==> config.mk <==
export PLATFORM = sky130hd
export DESIGN_NAME = bp_cce_hybrid_cmd_merge_flat
export DESIGN_NICKNAME = d
export VERILOG_FILES = /design/src/rtl/bp_cce_hybrid_cmd_merge_if.sv /design/src/rtl/bp_cce_hybrid_cmd_merge.sv /design/src/flat_wrapper.sv
export SDC_FILE = /design/constraint.sdc
export NUM_CORES = 1
export LEC_CHECK = 0
export ABC_CLOCK_PERIOD_IN_PS = 4100
export BUFFER_PORTS_ARGS = -buffer_cell sky130_fd_sc_hd__buf_2
export CORE_AREA = 2 2 121 123
export CTS_BUF_LIST = sky130_fd_sc_hd__clkbuf_2
export DETAILED_ROUTE_END_ITERATION = 10
export DIE_AREA = 0 0 123 125
export SLEW_MARGIN = 20
export SYNTH_ARGS = -nofsm -noshare
export SYNTH_HDL_FRONTEND = slang
export SYNTH_SLANG_ARGS = --single-unit
export TNS_END_PERCENT = 100
==> constraint.sdc <==
create_clock -name clk_i -period 4.1 [get_ports clk_i]
set_input_delay 0.82 -clock clk_i [delete_from_list [all_inputs] [get_ports clk_i]]
set_output_delay 0.82 -clock clk_i [all_outputs]
set_load 0.02 [all_outputs]
==> src/rtl/bp_cce_hybrid_cmd_merge_if.sv <==
// One BedRock Burst LCE command stream: header channel plus data-beat channel, ready&valid on each.
interface bp_cce_hybrid_cmd_merge_if
  #(parameter int unsigned header_width_p   = 64
   ,parameter int unsigned lce_data_width_p = 64
   );

   logic [header_width_p-1:0]   header;
   logic                        header_v;
   logic                        header_ready_and;
   logic                        has_data;
   logic [lce_data_width_p-1:0] data;
   logic                        data_v;
   logic                        data_ready_and;
   logic                        last;

   modport master (output header, header_v, has_data, data, data_v, last,
                   input  header_ready_and, data_ready_and);

   modport slave  (input  header, header_v, has_data, data, data_v, last,
                   output header_ready_and, data_ready_and);

endinterface

==> src/rtl/bp_cce_hybrid_cmd_merge.sv <==
// Merges the cacheable and uncached CCE LCE command streams into one burst stream; the header grant is held to the last beat.
// BP_CCE_HYBRID_CMD_MERGE_FIXED_PRIO_EN: cacheable pipe always wins a tie instead of round-robin.
module bp_cce_hybrid_cmd_merge
  #(parameter int unsigned max_burst_beats_p = 8)
   (input  logic                              clk_i
   ,input  logic                              reset_n_i
   ,input  logic                              stall_i
   ,output logic                              empty_o
   ,output logic                              error_o
   ,bp_cce_hybrid_cmd_merge_if.slave          lce_cmd_i
   ,bp_cce_hybrid_cmd_merge_if.slave          uc_lce_cmd_i
   ,bp_cce_hybrid_cmd_merge_if.master         lce_cmd_o
   );

   localparam int unsigned cnt_width_lp = $clog2(max_burst_beats_p + 1);

   typedef enum logic {e_idle, e_data} state_e;

   state_e                  state_r;
   logic                    lock_r;
   logic                    grant_r;
   logic                    error_r;
   logic [cnt_width_lp-1:0] beat_cnt_r;
`ifdef BP_CCE_HYBRID_CMD_MERGE_FIXED_PRIO_EN
`else
   logic                    rr_prio_r;
`endif

   logic sel;
   logic hdr_v;
   logic in_data;
   logic hdr_fire;
   logic data_fire;

   always_comb begin
      sel   = grant_r;
      hdr_v = 1'b0;
      if (reset_n_i && (state_r == e_idle)) begin
         // A pending offer stays pinned to its source even under stall_i.
         if (lock_r) begin
            sel   = grant_r;
            hdr_v = grant_r ? uc_lce_cmd_i.header_v : lce_cmd_i.header_v;
         end else if (!stall_i) begin
            case ({uc_lce_cmd_i.header_v, lce_cmd_i.header_v})
`ifdef BP_CCE_HYBRID_CMD_MERGE_FIXED_PRIO_EN
               2'b11:   sel = 1'b0;
`else
               2'b11:   sel = rr_prio_r;
`endif
               2'b10:   sel = 1'b1;
               2'b01:   sel = 1'b0;
               default: sel = grant_r;
            endcase
            hdr_v = lce_cmd_i.header_v | uc_lce_cmd_i.header_v;
         end
      end

      lce_cmd_o.header             = sel ? uc_lce_cmd_i.header   : lce_cmd_i.header;
      lce_cmd_o.has_data           = sel ? uc_lce_cmd_i.has_data : lce_cmd_i.has_data;
      lce_cmd_o.header_v           = hdr_v;
      lce_cmd_i.header_ready_and    = hdr_v & ~sel & lce_cmd_o.header_ready_and;
      uc_lce_cmd_i.header_ready_and = hdr_v &  sel & lce_cmd_o.header_ready_and;

      in_data                      = reset_n_i & (state_r == e_data);
      lce_cmd_o.data               = grant_r ? uc_lce_cmd_i.data : lce_cmd_i.data;
      lce_cmd_o.last               = grant_r ? uc_lce_cmd_i.last : lce_cmd_i.last;
      lce_cmd_o.data_v             = in_data & (grant_r ? uc_lce_cmd_i.data_v : lce_cmd_i.data_v);
      lce_cmd_i.data_ready_and      = in_data & ~grant_r & lce_cmd_o.data_ready_and;
      uc_lce_cmd_i.data_ready_and   = in_data &  grant_r & lce_cmd_o.data_ready_and;

      hdr_fire  = hdr_v & lce_cmd_o.header_ready_and;
      data_fire = lce_cmd_o.data_v & lce_cmd_o.data_ready_and;
   end

   always_ff @(posedge clk_i or negedge reset_n_i) begin
      if (!reset_n_i) begin
         state_r    <= e_idle;
         lock_r     <= 1'b0;
         grant_r    <= 1'b0;
         error_r    <= 1'b0;
         beat_cnt_r <= '0;
`ifdef BP_CCE_HYBRID_CMD_MERGE_FIXED_PRIO_EN
`else
         rr_prio_r  <= 1'b0;
`endif
      end else begin
         case (state_r)
            e_idle: begin
               if (hdr_v) begin
                  grant_r <= sel;
                  if (hdr_fire) begin
                     lock_r <= 1'b0;
`ifdef BP_CCE_HYBRID_CMD_MERGE_FIXED_PRIO_EN
`else
                     rr_prio_r <= ~sel;
`endif
                     if (lce_cmd_o.has_data) begin
                        state_r    <= e_data;
                        beat_cnt_r <= '0;
                     end
                  end else begin
                     lock_r <= 1'b1;
                  end
               end
            end
            e_data: begin
               if (data_fire) begin
                  if (beat_cnt_r != cnt_width_lp'(max_burst_beats_p))
                     beat_cnt_r <= beat_cnt_r + 1'b1;
                  if (!lce_cmd_o.last && (beat_cnt_r == cnt_width_lp'(max_burst_beats_p - 1)))
                     error_r <= 1'b1;
                  if (lce_cmd_o.last)
                     state_r <= e_idle;
               end
            end
            default: state_r <= e_idle;
         endcase
      end
   end

   assign empty_o = (state_r == e_idle) & ~lock_r;
   assign error_o = error_r;

endmodule

==> src/flat_wrapper.sv <==
// flat-port wrapper written by rule: the top's interface ports become plain ports
module bp_cce_hybrid_cmd_merge_flat 
#(parameter int unsigned max_burst_beats_p = 8)
  (clk_i, reset_n_i, stall_i, empty_o, error_o, lce_cmd_i_header, lce_cmd_i_header_v, lce_cmd_i_has_data, lce_cmd_i_data, lce_cmd_i_data_v, lce_cmd_i_last, lce_cmd_i_header_ready_and, lce_cmd_i_data_ready_and, uc_lce_cmd_i_header, uc_lce_cmd_i_header_v, uc_lce_cmd_i_has_data, uc_lce_cmd_i_data, uc_lce_cmd_i_data_v, uc_lce_cmd_i_last, uc_lce_cmd_i_header_ready_and, uc_lce_cmd_i_data_ready_and, lce_cmd_o_header, lce_cmd_o_header_v, lce_cmd_o_has_data, lce_cmd_o_data, lce_cmd_o_data_v, lce_cmd_o_last, lce_cmd_o_header_ready_and, lce_cmd_o_data_ready_and);
  bp_cce_hybrid_cmd_merge_if #(.header_width_p(32), .lce_data_width_p(64)) lce_cmd_i_i ();
  bp_cce_hybrid_cmd_merge_if #(.header_width_p(32), .lce_data_width_p(64)) uc_lce_cmd_i_i ();
  bp_cce_hybrid_cmd_merge_if #(.header_width_p(32), .lce_data_width_p(64)) lce_cmd_o_i ();
  input  logic clk_i;
  input  logic reset_n_i;
  input  logic stall_i;
  output logic empty_o;
  output logic error_o;
  input wire logic [$bits(lce_cmd_i_i.header)-1:0] lce_cmd_i_header;
  input wire logic [$bits(lce_cmd_i_i.header_v)-1:0] lce_cmd_i_header_v;
  input wire logic [$bits(lce_cmd_i_i.has_data)-1:0] lce_cmd_i_has_data;
  input wire logic [$bits(lce_cmd_i_i.data)-1:0] lce_cmd_i_data;
  input wire logic [$bits(lce_cmd_i_i.data_v)-1:0] lce_cmd_i_data_v;
  input wire logic [$bits(lce_cmd_i_i.last)-1:0] lce_cmd_i_last;
  output wire logic [$bits(lce_cmd_i_i.header_ready_and)-1:0] lce_cmd_i_header_ready_and;
  output wire logic [$bits(lce_cmd_i_i.data_ready_and)-1:0] lce_cmd_i_data_ready_and;
  input wire logic [$bits(uc_lce_cmd_i_i.header)-1:0] uc_lce_cmd_i_header;
  input wire logic [$bits(uc_lce_cmd_i_i.header_v)-1:0] uc_lce_cmd_i_header_v;
  input wire logic [$bits(uc_lce_cmd_i_i.has_data)-1:0] uc_lce_cmd_i_has_data;
  input wire logic [$bits(uc_lce_cmd_i_i.data)-1:0] uc_lce_cmd_i_data;
  input wire logic [$bits(uc_lce_cmd_i_i.data_v)-1:0] uc_lce_cmd_i_data_v;
  input wire logic [$bits(uc_lce_cmd_i_i.last)-1:0] uc_lce_cmd_i_last;
  output wire logic [$bits(uc_lce_cmd_i_i.header_ready_and)-1:0] uc_lce_cmd_i_header_ready_and;
  output wire logic [$bits(uc_lce_cmd_i_i.data_ready_and)-1:0] uc_lce_cmd_i_data_ready_and;
  output wire logic [$bits(lce_cmd_o_i.header)-1:0] lce_cmd_o_header;
  output wire logic [$bits(lce_cmd_o_i.header_v)-1:0] lce_cmd_o_header_v;
  output wire logic [$bits(lce_cmd_o_i.has_data)-1:0] lce_cmd_o_has_data;
  output wire logic [$bits(lce_cmd_o_i.data)-1:0] lce_cmd_o_data;
  output wire logic [$bits(lce_cmd_o_i.data_v)-1:0] lce_cmd_o_data_v;
  output wire logic [$bits(lce_cmd_o_i.last)-1:0] lce_cmd_o_last;
  input wire logic [$bits(lce_cmd_o_i.header_ready_and)-1:0] lce_cmd_o_header_ready_and;
  input wire logic [$bits(lce_cmd_o_i.data_ready_and)-1:0] lce_cmd_o_data_ready_and;
  assign lce_cmd_i_i.header = lce_cmd_i_header;
  assign lce_cmd_i_i.header_v = lce_cmd_i_header_v;
  assign lce_cmd_i_i.has_data = lce_cmd_i_has_data;
  assign lce_cmd_i_i.data = lce_cmd_i_data;
  assign lce_cmd_i_i.data_v = lce_cmd_i_data_v;
  assign lce_cmd_i_i.last = lce_cmd_i_last;
  assign lce_cmd_i_header_ready_and = lce_cmd_i_i.header_ready_and;
  assign lce_cmd_i_data_ready_and = lce_cmd_i_i.data_ready_and;
  assign uc_lce_cmd_i_i.header = uc_lce_cmd_i_header;
  assign uc_lce_cmd_i_i.header_v = uc_lce_cmd_i_header_v;
  assign uc_lce_cmd_i_i.has_data = uc_lce_cmd_i_has_data;
  assign uc_lce_cmd_i_i.data = uc_lce_cmd_i_data;
  assign uc_lce_cmd_i_i.data_v = uc_lce_cmd_i_data_v;
  assign uc_lce_cmd_i_i.last = uc_lce_cmd_i_last;
  assign uc_lce_cmd_i_header_ready_and = uc_lce_cmd_i_i.header_ready_and;
  assign uc_lce_cmd_i_data_ready_and = uc_lce_cmd_i_i.data_ready_and;
  assign lce_cmd_o_header = lce_cmd_o_i.header;
  assign lce_cmd_o_header_v = lce_cmd_o_i.header_v;
  assign lce_cmd_o_has_data = lce_cmd_o_i.has_data;
  assign lce_cmd_o_data = lce_cmd_o_i.data;
  assign lce_cmd_o_data_v = lce_cmd_o_i.data_v;
  assign lce_cmd_o_last = lce_cmd_o_i.last;
  assign lce_cmd_o_i.header_ready_and = lce_cmd_o_header_ready_and;
  assign lce_cmd_o_i.data_ready_and = lce_cmd_o_data_ready_and;
  bp_cce_hybrid_cmd_merge #(.max_burst_beats_p(max_burst_beats_p)) u_core (.clk_i(clk_i), .reset_n_i(reset_n_i), .stall_i(stall_i), .empty_o(empty_o), .error_o(error_o), .lce_cmd_i(lce_cmd_i_i), .uc_lce_cmd_i(uc_lce_cmd_i_i), .lce_cmd_o(lce_cmd_o_i));
endmodule
After elaboration in Yosys (flattened, before gate mapping)
Cells that the tools add are included.
{"block": "word_totals", "latch_bits": 0, "word_cells": 68, "out_inout_bits": 106, "ram_bits": 0, "rom_bits": 0, "mem_count": 0, "reg_bits": 9}
{"block": "op_classes", "addsub": 1, "magnitude_cmp": 0, "bitwise_logic": 18, "shifts": 0, "n_reduce_logical": 7, "div_mod_pow": 0, "n_mul": 0, "mux": 26, "eq_ne": 10}
{"op": "2-to-1 mux 64 bit", "n": 1}
{"op": "2-to-1 mux 32 bit", "n": 1}
{"op": "2-to-1 mux 4 bit", "n": 5}
{"op": "2-to-1 mux 1 bit", "n": 16}
{"op": "AND 1 bit", "n": 13}
{"op": "!= test 2 bit, second input constant", "n": 4}
{"op": "one-hot mux 4 bit (2 select lines)", "n": 1}
{"op": "AND reduction 3 bit", "n": 2}
{"op": "AND reduction 5 bit", "n": 1}
{"op": "adder 4 x 1 -> 4 bit, second input constant", "n": 1}
{"op": "== test 2 bit, second input constant", "n": 2}
{"op": "== test 4 x 3 -> 1 bit, second input constant", "n": 1}
{"op": "!= test 4 bit, second input constant", "n": 1}
{"op": "inverter 1 bit", "n": 4}
{"op": "one-hot mux 1 bit (3 select lines)", "n": 1}
{"op": "== test 2 x 1 -> 1 bit, second input constant", "n": 1}
{"op": "logical AND 1 bit", "n": 2}
{"op": "!= test 2 x 1 -> 1 bit, second input constant", "n": 1}
{"op": "one-hot mux 1 bit (2 select lines)", "n": 1}
{"op": "AND reduction 2 bit", "n": 1}
{"op": "zero test 1 bit", "n": 1}
{"op": "bitwise OR 1 bit", "n": 1}

Logic depth before layout (Yosys ltp)
Gate-level depths: netlist of run 1.
{"block": "logic_depth", "word_depth": 10, "ltp_mapped": 6}

Least setup slack after synthesis of run 1
OpenSTA, ideal clock, no wires.
{"block": "synth_path", "path_kind": "input to output", "from": "input stall_i", "to": "output lce_cmd_o_header[0]", "cell_stages": 5, "path_slack_ns": 1.158, "arrival_time_ns": 2.122, "t_required_ns": 3.280, "path_buffers": 1, "cell_sequence": "nor4b_4 a21boi_2 nor2_8 buf_6 mux2_4"}
{"block": "synth_between", "elab_chain_len": 4}
{"item": "start, declared", "line": "flat_wrapper.sv:10", "text": "input logic stall_i;"}
{"item": "2-to-1 mux 1 bit", "line": "bp_cce_hybrid_cmd_merge.sv:43", "text": "end else if (!stall_i) begin"}
{"item": "2-to-1 mux 1 bit", "line": "bp_cce_hybrid_cmd_merge.sv:40", "text": "if (lock_r) begin"}
{"item": "2-to-1 mux 1 bit", "line": "bp_cce_hybrid_cmd_merge.sv:38", "text": "if (reset_n_i && (state_r == e_idle)) begin"}
{"item": "2-to-1 mux 32 bit", "line": "bp_cce_hybrid_cmd_merge.sv:58", "text": "lce_cmd_o.header = sel ? uc_lce_cmd_i.header : lce_cmd_i.header;"}
{"item": "end, declared", "line": "flat_wrapper.sv:29", "text": "output wire logic [$bits(lce_cmd_o_i.header)-1:0] lce_cmd_o_header;"}
Every way passes these cells.

Worst setup path in the final report of run 1
{"block": "layout_path", "from": "input reset_n_i", "to": "output lce_cmd_o_header[13]"}
{"block": "layout_between", "elab_chain_len": 3}
{"item": "start, declared", "line": "flat_wrapper.sv:9", "text": "input logic reset_n_i;"}
{"item": "logical AND 1 bit", "line": "bp_cce_hybrid_cmd_merge.sv:38"}
{"item": "2-to-1 mux 1 bit", "line": "bp_cce_hybrid_cmd_merge.sv:38"}
{"item": "2-to-1 mux 32 bit", "line": "bp_cce_hybrid_cmd_merge.sv:58"}
Every way passes these cells.

==> results.sh, run 1 <==
export IMPL_htreeDepth=1
export IMPL_synth_warnings=0
export IMPL_dp_cells=658
export IMPL_hp_class="in2async"
export IMPL_clk_path_buf_depth=2
export IMPL_wl_met3_um=960
export IMPL_port_buffers=310
export IMPL_worst_pin_slew_ns=0.8574
export IMPL_die_y_um=125
export IMPL_grtUsageTotal_pct=11.17
export IMPL_holdBufCountCts=0
export IMPL_cts_resized=0
export IMPL_cp_max_fo=19
export IMPL_vias=2617
export IMPL_final_cell_mix="buf_2 (310), mux2_2 (71), mux2_4 (28)"
export IMPL_drcViolationCount=0
export IMPL_worstSetupPathType="in2out"
export IMPL_firstDrtPassIters=4
export IMPL_viasPerCell=3.947
export IMPL_slew_viol_final=0
export IMPL_nets=686
export IMPL_die_x_um=123
export IMPL_area_growth_pct=92.24
export IMPL_finalSetupTns_ns=0
export IMPL_wirelength_mm=9.456
export IMPL_grt_pass1_vias=2478
export IMPL_cellPowerDensity_nw_per_um2=522.6
export IMPL_wl_per_cell_um=14.26
export IMPL_cts_tree="built"
export IMPL_cp_start_kind="input pin"
export IMPL_final_common_cell="buf_2"
export IMPL_netlist_instances=172
export IMPL_rsz0062_at_grt="no"
export IMPL_setup_viol=0
export IMPL_grt_max_degree=68
export IMPL_fmax_mhz=279.2
export IMPL_finalNonFillerCells=663
export IMPL_clk_latency_ns=0.23
export IMPL_initial_core_util_pct=13.51
export IMPL_io_pins=311
export IMPL_highest_layer="met4"
export IMPL_coreArea_um2=14200
export IMPL_syn_area_um2=1919
export IMPL_period_needed_ns=3.582
export IMPL_post_route_period_util_pct=87.36
export IMPL_relSlewSlack_pct=42.84
export IMPL_drive_gt1_share_pct=89.33
export IMPL_synthArstFlopShare_pct=100.0
export IMPL_drv_cap=0
export IMPL_drtAntennaViolNets=0
export IMPL_synth_edf_count=0
export IMPL_grt_pass1_wl_mm=13.35
export IMPL_synth_seq_area_share_pct=11.73
export IMPL_p_leak_uw=0.002066
export IMPL_rows=44
export IMPL_post_dp_hpwl_mm=8.493
export IMPL_cts_clk_slew_worst_paths_ns=0.09
export IMPL_yosysUniqueCellTypes=42
export IMPL_numCtsBuffers=3
export IMPL_hold_viol_final=0
export IMPL_met1_length_mm=3.426
export IMPL_synthFlopType="dfrtp_1"
export IMPL_post_cts_buffers=0
export IMPL_required_ns=3.28
export IMPL_clock_skew_final_ns=0.002022
export IMPL_grt_overflow_total=0
export IMPL_power_uw=1928
export IMPL_dr_wl_met2_mm=5.056
export IMPL_ir_drop_uv=212.1
export IMPL_worstPathArrival_ns=2.76
export IMPL_cts_sinks=9
export IMPL_syn_num_nets=379
export IMPL_utilization_pct=25.98
export IMPL_synth_area_per_cell_um2=11.16
export IMPL_antenna_found_initial=1
export IMPL_die_area_um2=15380
export IMPL_drtIter0Drc=80
export IMPL_clockRootBuffer="clkbuf_2"
export IMPL_finalWeightedCongestion=0.8599
export IMPL_status="finished, final reports clean"
export IMPL_crit_path_end_kind="output pin"
export IMPL_yosys_register_bits=9
per-layer routing:
layer / track usage [%] / vias to the layer above
met1: 12.26 / 1175
met4: 0.7353 / 0
met5: 0 / -
met2: 22.00 / 170
li1: - / 1270
met3: 2.828 / 2
path summary, 6_finish.rpt:
kind | start | endpoint | slack [ns] | cells after the start
min | reset_n_i | u_core.lock_r$_DFFE_PN0P_ | 0.44 | 1
max reg2reg | u_core.grant_r$_DFFE_PN0P_ | u_core.beat_cnt_r[3]$_DFFE_PN0P_ | 1.87 | 5
min reg2reg | u_core.error_o$_DFFE_PN0P_ | u_core.error_o$_DFFE_PN0P_ | 0.50 | 1
max in group asynchronous | reset_n_i | u_core.grant_r$_DFFE_PN0P_ | 3.43 | 1
min in group clk_i | u_core.error_o$_DFFE_PN0P_ | u_core.error_o$_DFFE_PN0P_ | 0.50 | 1
max | reset_n_i | lce_cmd_o_header[13] | 0.52 | 7
flip-flops by register name, summed over array words and instances, names as in the netlist:
register	count
u_core.grant_r	1
u_core.lock_r	1
u_core.state_r	1
u_core.rr_prio_r	1
u_core.beat_cnt_r	4
u_core.error_o	1
critical path: stages:
cell	delay, ns
buf_2	0.25
nor4b_4	0.43
a21boi_2	0.20
nor2_8	0.32
buf_12	0.23
mux2_2	0.34
buf_2	0.16
area by class of cell:
cell class	count	area, um2
fillers	1555	10510
repair buffers	313	1587
multi-input cells	147	1605
well taps	184	230.2
inverters	5	18.77
diodes	1	2.502
flip-flops and latches	9	226.5
clock buffers	4	20.02
cell usage after synthesis (2+ instances only):
cell	instances	area, um2
buf_1	2	7.510
inv_1	4	15.01
ha_1	2	25.02
mux2_4	28	420.4
mux2i_1	2	20.02
a21oi_1	3	15.01
nand2_1	4	15.01
buf_6	3	33.78
buf_2	5	25.02
dfrtp_1	9	225.2
and3_1	2	12.51
nor4b_4	2	47.55
nor2_1	5	18.77
o21ai_0	2	10.01
nand2b_1	2	12.51
mux2_2	71	799.5
kinds of logic after synthesis:
logic type / Yosys count / share of synthesized area, %
adders and majority gates: 2 / 1.304
DFF: 9 / 11.73
and+or+nand+nor: 28 / 11.28
buffers and inverters: 16 / 4.628
muxes: 101 / 64.60
AOI/OAI and AO/OA: 16 / 6.454
power by group:
part           switching [uW]  internal (uW)  total (uW)
Sequential               46.8            124         170
Combinational             917            785        1700
Clock                    29.4           25.9        55.4
through the flow:
step / worst slack [ns] / cell area [um2] / hold slack (ns)
3_3_place_gp: 0.5148 / 3667 / 0.5020
3_5_place_dp: 0.4846 / 3667 / 0.4792
4_1_cts: 0.4885 / 3687 / 0.4431
2_1_floorplan: 1.158 / 1919 / 0.4861
5_1_grt: 0.3228 / 3690 / 0.4362
6_report: 0.5183 / 3690 / 0.4435
(Power assumes the default switching activity.)
==> inputs of run 2 (changes only) <==
--- a/config.mk
+++ b/config.mk
@@ -6,11 +6,12 @@
 export NUM_CORES = 1
 export LEC_CHECK = 0
 export ABC_CLOCK_PERIOD_IN_PS = 4100
-export BUFFER_PORTS_ARGS = -buffer_cell sky130_fd_sc_hd__buf_2
-export CORE_AREA = 2 2 121 123
+export CORE_AREA = 2 2 122 124
 export CTS_BUF_LIST = sky130_fd_sc_hd__clkbuf_2
 export DETAILED_ROUTE_END_ITERATION = 10
-export DIE_AREA = 0 0 123 125
+export DIE_AREA = 0 0 124 126
+export DONT_BUFFER_PORTS = 1
+export REMOVE_ABC_BUFFERS = 1
 export SLEW_MARGIN = 20
 export SYNTH_ARGS = -nofsm -noshare
 export SYNTH_HDL_FRONTEND = slang
==> run 2 against run 1 <==
Non-clock buffer count down 311. Design area down 42%. Sequential power about the same. Register-to-register slack better by 0.26 ns. Sequential cell count unchanged. Critical path depth down 2. Worst setup slack better by 0.33 ns. Clock skew up 0.019 ns. Die area up 1.6%. Count of clock-buffer cells in the layout down 1. Largest cell class unchanged. Highest routed layer is now met5.
==> results.sh, run 2 (synthesis results as in run 1) <==
export IMPL_crit_path_end_kind="output pin"
export IMPL_hold_viol_final=0
export IMPL_final_common_cell="mux2_2"
export IMPL_grt_pass1_wl_mm=9.149
export IMPL_drv_cap=0
export IMPL_finalSetupTns_ns=0
export IMPL_worst_pin_slew_ns=0.7912
export IMPL_post_dp_hpwl_mm=6.908
export IMPL_power_uw=1568
export IMPL_htreeDepth=1
export IMPL_die_area_um2=15620
export IMPL_clockRootBuffer="clkbuf_2"
export IMPL_die_x_um=124
export IMPL_io_pins=311
export IMPL_cts_resized=0
export IMPL_setup_viol=0
export IMPL_area_growth_pct=11.15
export IMPL_period_needed_ns=3.256
export IMPL_finalWeightedCongestion=0.8634
export IMPL_slew_viol_final=0
export IMPL_vias=1505
export IMPL_ir_drop_uv=313.6
export IMPL_fmax_mhz=307.1
export IMPL_cellPowerDensity_nw_per_um2=734.8
export IMPL_cp_start_kind="input pin"
export IMPL_drtAntennaViolNets=0
export IMPL_cp_max_fo=18
export IMPL_grt_overflow_total=0
export IMPL_die_y_um=126
export IMPL_wirelength_mm=7.538
export IMPL_multi_input_area_um2=1605
export IMPL_rows=44
export IMPL_drive_gt1_share_pct=69.46
export IMPL_cts_clk_slew_worst_paths_ns=0.12
export IMPL_grtUsageTotal_pct=8.281
export IMPL_r2r_setup_slack_ns=2.13
export IMPL_wl_per_cell_um=21.35
export IMPL_status="finished, final reports clean"
export IMPL_worstPathArrival_ns=2.44
export IMPL_cts_tree="built"
export IMPL_required_ns=3.28
export IMPL_drtIter0Drc=36
export IMPL_clk_path_buf_depth=2
export IMPL_relSlewSlack_pct=47.25
export IMPL_antenna_found_initial=4
export IMPL_clk_latency_ns=0.27
export IMPL_p_leak_uw=0.0008307
export IMPL_grt_pass1_vias=1396
export IMPL_worstSetupPathType="in2out"
export IMPL_drcViolationCount=0
export IMPL_cts_sinks=9
export IMPL_regMostFlops="u_core.beat_cnt_r"
export IMPL_port_buffers=0
export IMPL_coreArea_um2=14310
export IMPL_initial_core_util_pct=13.41
export IMPL_nets=375
export IMPL_hp_class="in2async"
export IMPL_fillers=1605
export IMPL_grt_max_degree=67
export IMPL_post_route_period_util_pct=79.42
export IMPL_rsz0062_at_grt="no"
export IMPL_numCtsBuffers=3
export IMPL_final_cell_mix="mux2_2 (71), mux2_4 (28), dfrtp_1 (8)"
export IMPL_holdBufCountCts=0
export IMPL_post_cts_buffers=0
export IMPL_viasPerCell=4.263
export IMPL_utilization_pct=14.90
export IMPL_largest_reg_flops=4
export IMPL_firstDrtPassIters=4
export IMPL_seqCellArea_um2=226.5
export IMPL_clock_skew_final_ns=0.02109
[run 2: cell type report]
cell class | instances | share of cell area, %
Multi-Input combinational cell | 147 | 75.25
Inverter | 5 | 0.8798
Tap cell | 184 | 10.79
Clock inverter | 1 | 0.2346
Antenna cell | 2 | 0.2346
Timing Repair Buffer | 2 | 1.290
Sequential cell | 9 | 10.62
Clock buffer | 3 | 0.7038
[run 2: through the flow]
stage               area [um2]  worst slack, ns  hold slack, ns  std cells
global route              2128           0.6978          0.1707        351
finish                    2133           0.8438          0.2247        353
detailed placement        2108           0.8170          0.5249        347
floorplan                 1849           0.4788          0.4862        161
global placement          2108           0.8764          0.5130        347
CTS                       2128           0.8214          0.2138        351
[run 2: worst paths after layout]
kind | cells after the start | to | startpoint
setup / recovery | 5 | lce_cmd_o_header[0] | stall_i
hold reg to reg | 2 | u_core.rr_prio_r$_DFFE_PN0P_ | u_core.rr_prio_r$_DFFE_PN0P_
hold / removal | 0 | u_core.error_o$_DFFE_PN0P_ | reset_n_i
min in group clk_i | 2 | u_core.rr_prio_r$_DFFE_PN0P_ | u_core.rr_prio_r$_DFFE_PN0P_
max in group asynchronous | 0 | u_core.grant_r$_DFFE_PN0P_ | reset_n_i
setup reg to reg | 4 | u_core.beat_cnt_r[1]$_DFFE_PN0P_ | u_core.state_r$_DFF_PN0_
[run 2: power breakdown]
part	internal, uW	switching, uW
logic	533	804
clock network	22.1	37.0
registers	124	48.6
[run 2: critical path, stage by stage]
cell	delay, ns
nor4b_4	0.44
a21boi_2	0.20
nor2_8	0.38
buf_12	0.23
mux2_4	0.35
[run 2: layer usage]
metal | vias to the layer above | share of wire (%) | track usage (%)
met4 | 4 | 0.11 | 0.9914
li1 | 649 | - | -
met1 | 703 | 39 | 10.60
met5 | - | 0.40 | 0
met3 | 6 | 14 | 4.937
met2 | 143 | 46 | 12.31
==> inputs of run 3 (changes only) <==
--- a/config.mk
+++ b/config.mk
@@ -5,11 +5,12 @@
 export SDC_FILE = /design/constraint.sdc
 export NUM_CORES = 1
 export LEC_CHECK = 0
-export ABC_CLOCK_PERIOD_IN_PS = 4100
-export CORE_AREA = 2 2 122 124
+export ABC_AREA = 1
+export ABC_CLOCK_PERIOD_IN_PS = 3100
+export CORE_AREA = 2 2 120 122
 export CTS_BUF_LIST = sky130_fd_sc_hd__clkbuf_2
 export DETAILED_ROUTE_END_ITERATION = 10
-export DIE_AREA = 0 0 124 126
+export DIE_AREA = 0 0 122 124
 export DONT_BUFFER_PORTS = 1
 export REMOVE_ABC_BUFFERS = 1
 export SLEW_MARGIN = 20
==> constraint.sdc (replaced) <==
create_clock -name clk_i -period 3.1 [get_ports clk_i]
set_input_delay 0.62 -clock clk_i [delete_from_list [all_inputs] [get_ports clk_i]]
set_output_delay 0.62 -clock clk_i [all_outputs]
set_load 0.02 [all_outputs]
==> run 3 against run 2 <==
Clock power increased by 32%. Sequential share of layout area increased by 0.58 points. Synthesized area decreased by 4.0%. Global-route usage increased by 3.5 points. Via count increased by 60%. Hold slack got worse by 0.18 ns. Critical path depth increased by 2. Non-clock buffer count increased by 4. Critical path type is now reg2out.
==> results.sh, run 3 <==
export IMPL_status="finished, final reports clean"
export IMPL_area_growth_pct=9.851
export IMPL_combPwrFrac_pct=86.7
export IMPL_clk_path_buf_depth=2
export IMPL_cp_max_fo=33
export IMPL_synth_area_leader_cell="nand2_1"
export IMPL_cts_resized=0
export IMPL_drive_gt1_share_pct=7.216
export IMPL_port_buffers=0
export IMPL_final_common_cell="nand2_1"
export IMPL_netlist_instances=399
export IMPL_swShare_pct=76.01
export IMPL_final_cell_mix="nand2_1 (308), inv_1 (13), nor2_1 (11)"
export IMPL_wl_per_cell_um=17.17
export IMPL_worstSetupPathType="reg2out"
export IMPL_cts_tree="built"
export IMPL_numCtsBuffers=3
export IMPL_regToRegEndpoint="u_core.beat_cnt_r[2]$_DFFE_PN0P_"
export IMPL_clk_latency_ns=0.26
export IMPL_rows=43
export IMPL_post_dp_hpwl_mm=8.762
export IMPL_coreArea_um2=13720
export IMPL_cellPowerDensity_nw_per_um2=1061
export IMPL_crit_path_end_kind="output pin"
export IMPL_clock_skew_final_ns=0.005624
export IMPL_finalSetupTns_ns=0
export IMPL_cp_startpoint="u_core.state_r$_DFF_PN0_"
export IMPL_place_ws_ns=0.6255
export IMPL_r2r_cells=10
export IMPL_cts_clk_slew_worst_paths_ns=0.10
export IMPL_grt_pass1_vias=2208
export IMPL_die_area_um2=15130
export IMPL_rsz0062_at_grt="no"
export IMPL_slew_viol_final=0
export IMPL_period_needed_ns=2.581
export IMPL_fmax_mhz=387.5
export IMPL_grt_max_degree=68
export IMPL_synthArstFlopShare_pct=100.0
export IMPL_regMostFlops="u_core.beat_cnt_r"
export IMPL_yosysUniqueCellTypes=25
export IMPL_largest_reg_flops=4
export IMPL_relSlewSlack_pct=57.94
export IMPL_die_x_um=122
export IMPL_grtUsageTotal_pct=11.75
export IMPL_viasPerCell=4.246
export IMPL_grt_overflow_total=0
export IMPL_synth_seq_area_share_pct=12.23
export IMPL_drv_cap=0
export IMPL_io_pins=311
export IMPL_syn_area_um2=1842
export IMPL_synth_most_common_cell="nand2_1"
export IMPL_drcViolationCount=0
export IMPL_vias=2412
export IMPL_setup_viol=0
export IMPL_grt_pass1_wl_mm=13.03
export IMPL_hold_slack_ns=0.04463
export IMPL_drtAntennaViolNets=0
export IMPL_worst_pin_slew_ns=0.6309
export IMPL_reg2reg_from="u_core.grant_r$_DFFE_PN0P_"
export IMPL_diodes=0
export IMPL_p_int_uw=515.3
export IMPL_synthFlopType="dfrtp_1"
export IMPL_wirelength_mm=9.755
export IMPL_holdBufCountCts=0
export IMPL_r2r_setup_slack_ns=0.86
export IMPL_post_route_worst_setup_slack_ns=0.5192
export IMPL_clock_power_share_pct=3.6
export IMPL_firstDrtPassIters=4
export IMPL_seqPwrFrac_pct=9.7
export IMPL_synth_warnings=0
export IMPL_p_leak_uw=0.001244
export IMPL_synth_area_leaders="nand2_1 (63%), dfrtp_1 (12%), buf_4 (2.9%)"
export IMPL_synth_commonest_cells="nand2_1 (308), inv_1 (13), nor2_1 (11)"
export IMPL_cts_sinks=9
export IMPL_die_y_um=124
export IMPL_post_route_period_util_pct=83.25
export IMPL_worstPathArrival_ns=1.96
export IMPL_post_cts_buffers=0
export IMPL_nets=596
export IMPL_yosys_register_bits=9
export IMPL_power_net_switching_uw=1632
export IMPL_ir_drop_uv=403.7
export IMPL_initial_core_util_pct=13.42
export IMPL_hold_viol_final=0
export IMPL_required_ns=2.48
export IMPL_htreeDepth=1
export IMPL_cp_start_kind="flop"
export IMPL_drtIter0Drc=184
export IMPL_yosysTopAreaCellShare_pct=62.77
export IMPL_finalWeightedCongestion=0.9118
export IMPL_cp_endpoint="lce_cmd_o_header[10]"
export IMPL_synth_area_per_cell_um2=4.616
export IMPL_synth_edf_count=0
export IMPL_clockRootBuffer="clkbuf_2"
export IMPL_antenna_found_initial=1
export IMPL_hp_class="in2async"
run 3: routing by layer:
metal | part of all wire [%] | track usage (%) | wire length [um] | vias up
li1 | - | - | - | 1165
met1 | 38 | 12.80 | 3708 | 1014
met2 | 50 | 22.97 | 4891 | 219
met3 | 10 | 2.656 | 989 | 12
met4 | 1.6 | 2.586 | 153 | 2
met5 | 0.13 | 0 | 13 | -
run 3: worst max-delay path, cell delays in order, from the launching register on:
cell and delay (ns):
dfrtp_1 0.49, nor2_2 0.19, nand3_2 0.15, nand2_2 0.13, nand2_4 0.06, inv_2 0.35, nand2_1 0.13, nand2_1 0.20
run 3: worst min path at each step:
stage	from	endpoint	slack, ns	cells past startpoint
after global routing	reset_n_i	u_core.error_o$_DFFE_PN0P_	0.02	0
after floorplan	reset_n_i	u_core.beat_cnt_r[0]$_DFFE_PN0P_	0.32	0
after detailed placement	reset_n_i	u_core.error_o$_DFFE_PN0P_	0.33	0
after global placement	reset_n_i	u_core.beat_cnt_r[3]$_DFFE_PN0P_	0.33	0
final	reset_n_i	u_core.lock_r$_DFFE_PN0P_	0.04	0
after CTS	reset_n_i	u_core.grant_r$_DFFE_PN0P_	0.04	0
run 3: final cells by class:
class / count / area (um2)
clock buffers: 4 / 20.02
fillers: 1615 / 11700
inverters: 17 / 63.81
multi-input cells: 352 / 1443
flip-flops and latches: 9 / 226.5
well taps: 180 / 225.2
repair buffers: 6 / 45.04
run 3: cells by family after synthesis:
logic type                 Yosys count  synth area share [%]
AOI/OAI and AO/OA                    7                 2.446
adders and majority gates            2                 1.358
DFF                                  9                 12.23
buffers and inverters               38                 9.443
and+or+nand+nor                    342                 74.05
xor gates and xnor gates             1                0.4756
run 3: power by group through the flow:
stage / logic [uW] / registers (uW) / clock network [uW]
after floorplan: 1490 / 264 / 0
final: 1860 / 208 / 77.8
after CTS: 1890 / 208 / 80.2
after global routing: 2050 / 215 / 86.7
after detailed placement: 1880 / 211 / 0
after global placement: 1860 / 209 / 0
run 3: per-stage QoR:
| stage | cells | utilization [%] | instance area [um2] | total power, uW |
|---|---|---|---|---|
| after floorplan | 378 | - | 1732 | 1757 |
| after global placement | 564 | 14.60 | 2003 | 2069 |
| after detailed placement | 564 | 14.60 | 2003 | 2094 |
| after CTS | 568 | 14.75 | 2023 | 2174 |
| after global routing | 568 | 14.75 | 2023 | 2347 |
| final | 568 | 14.75 | 2023 | 2148 |
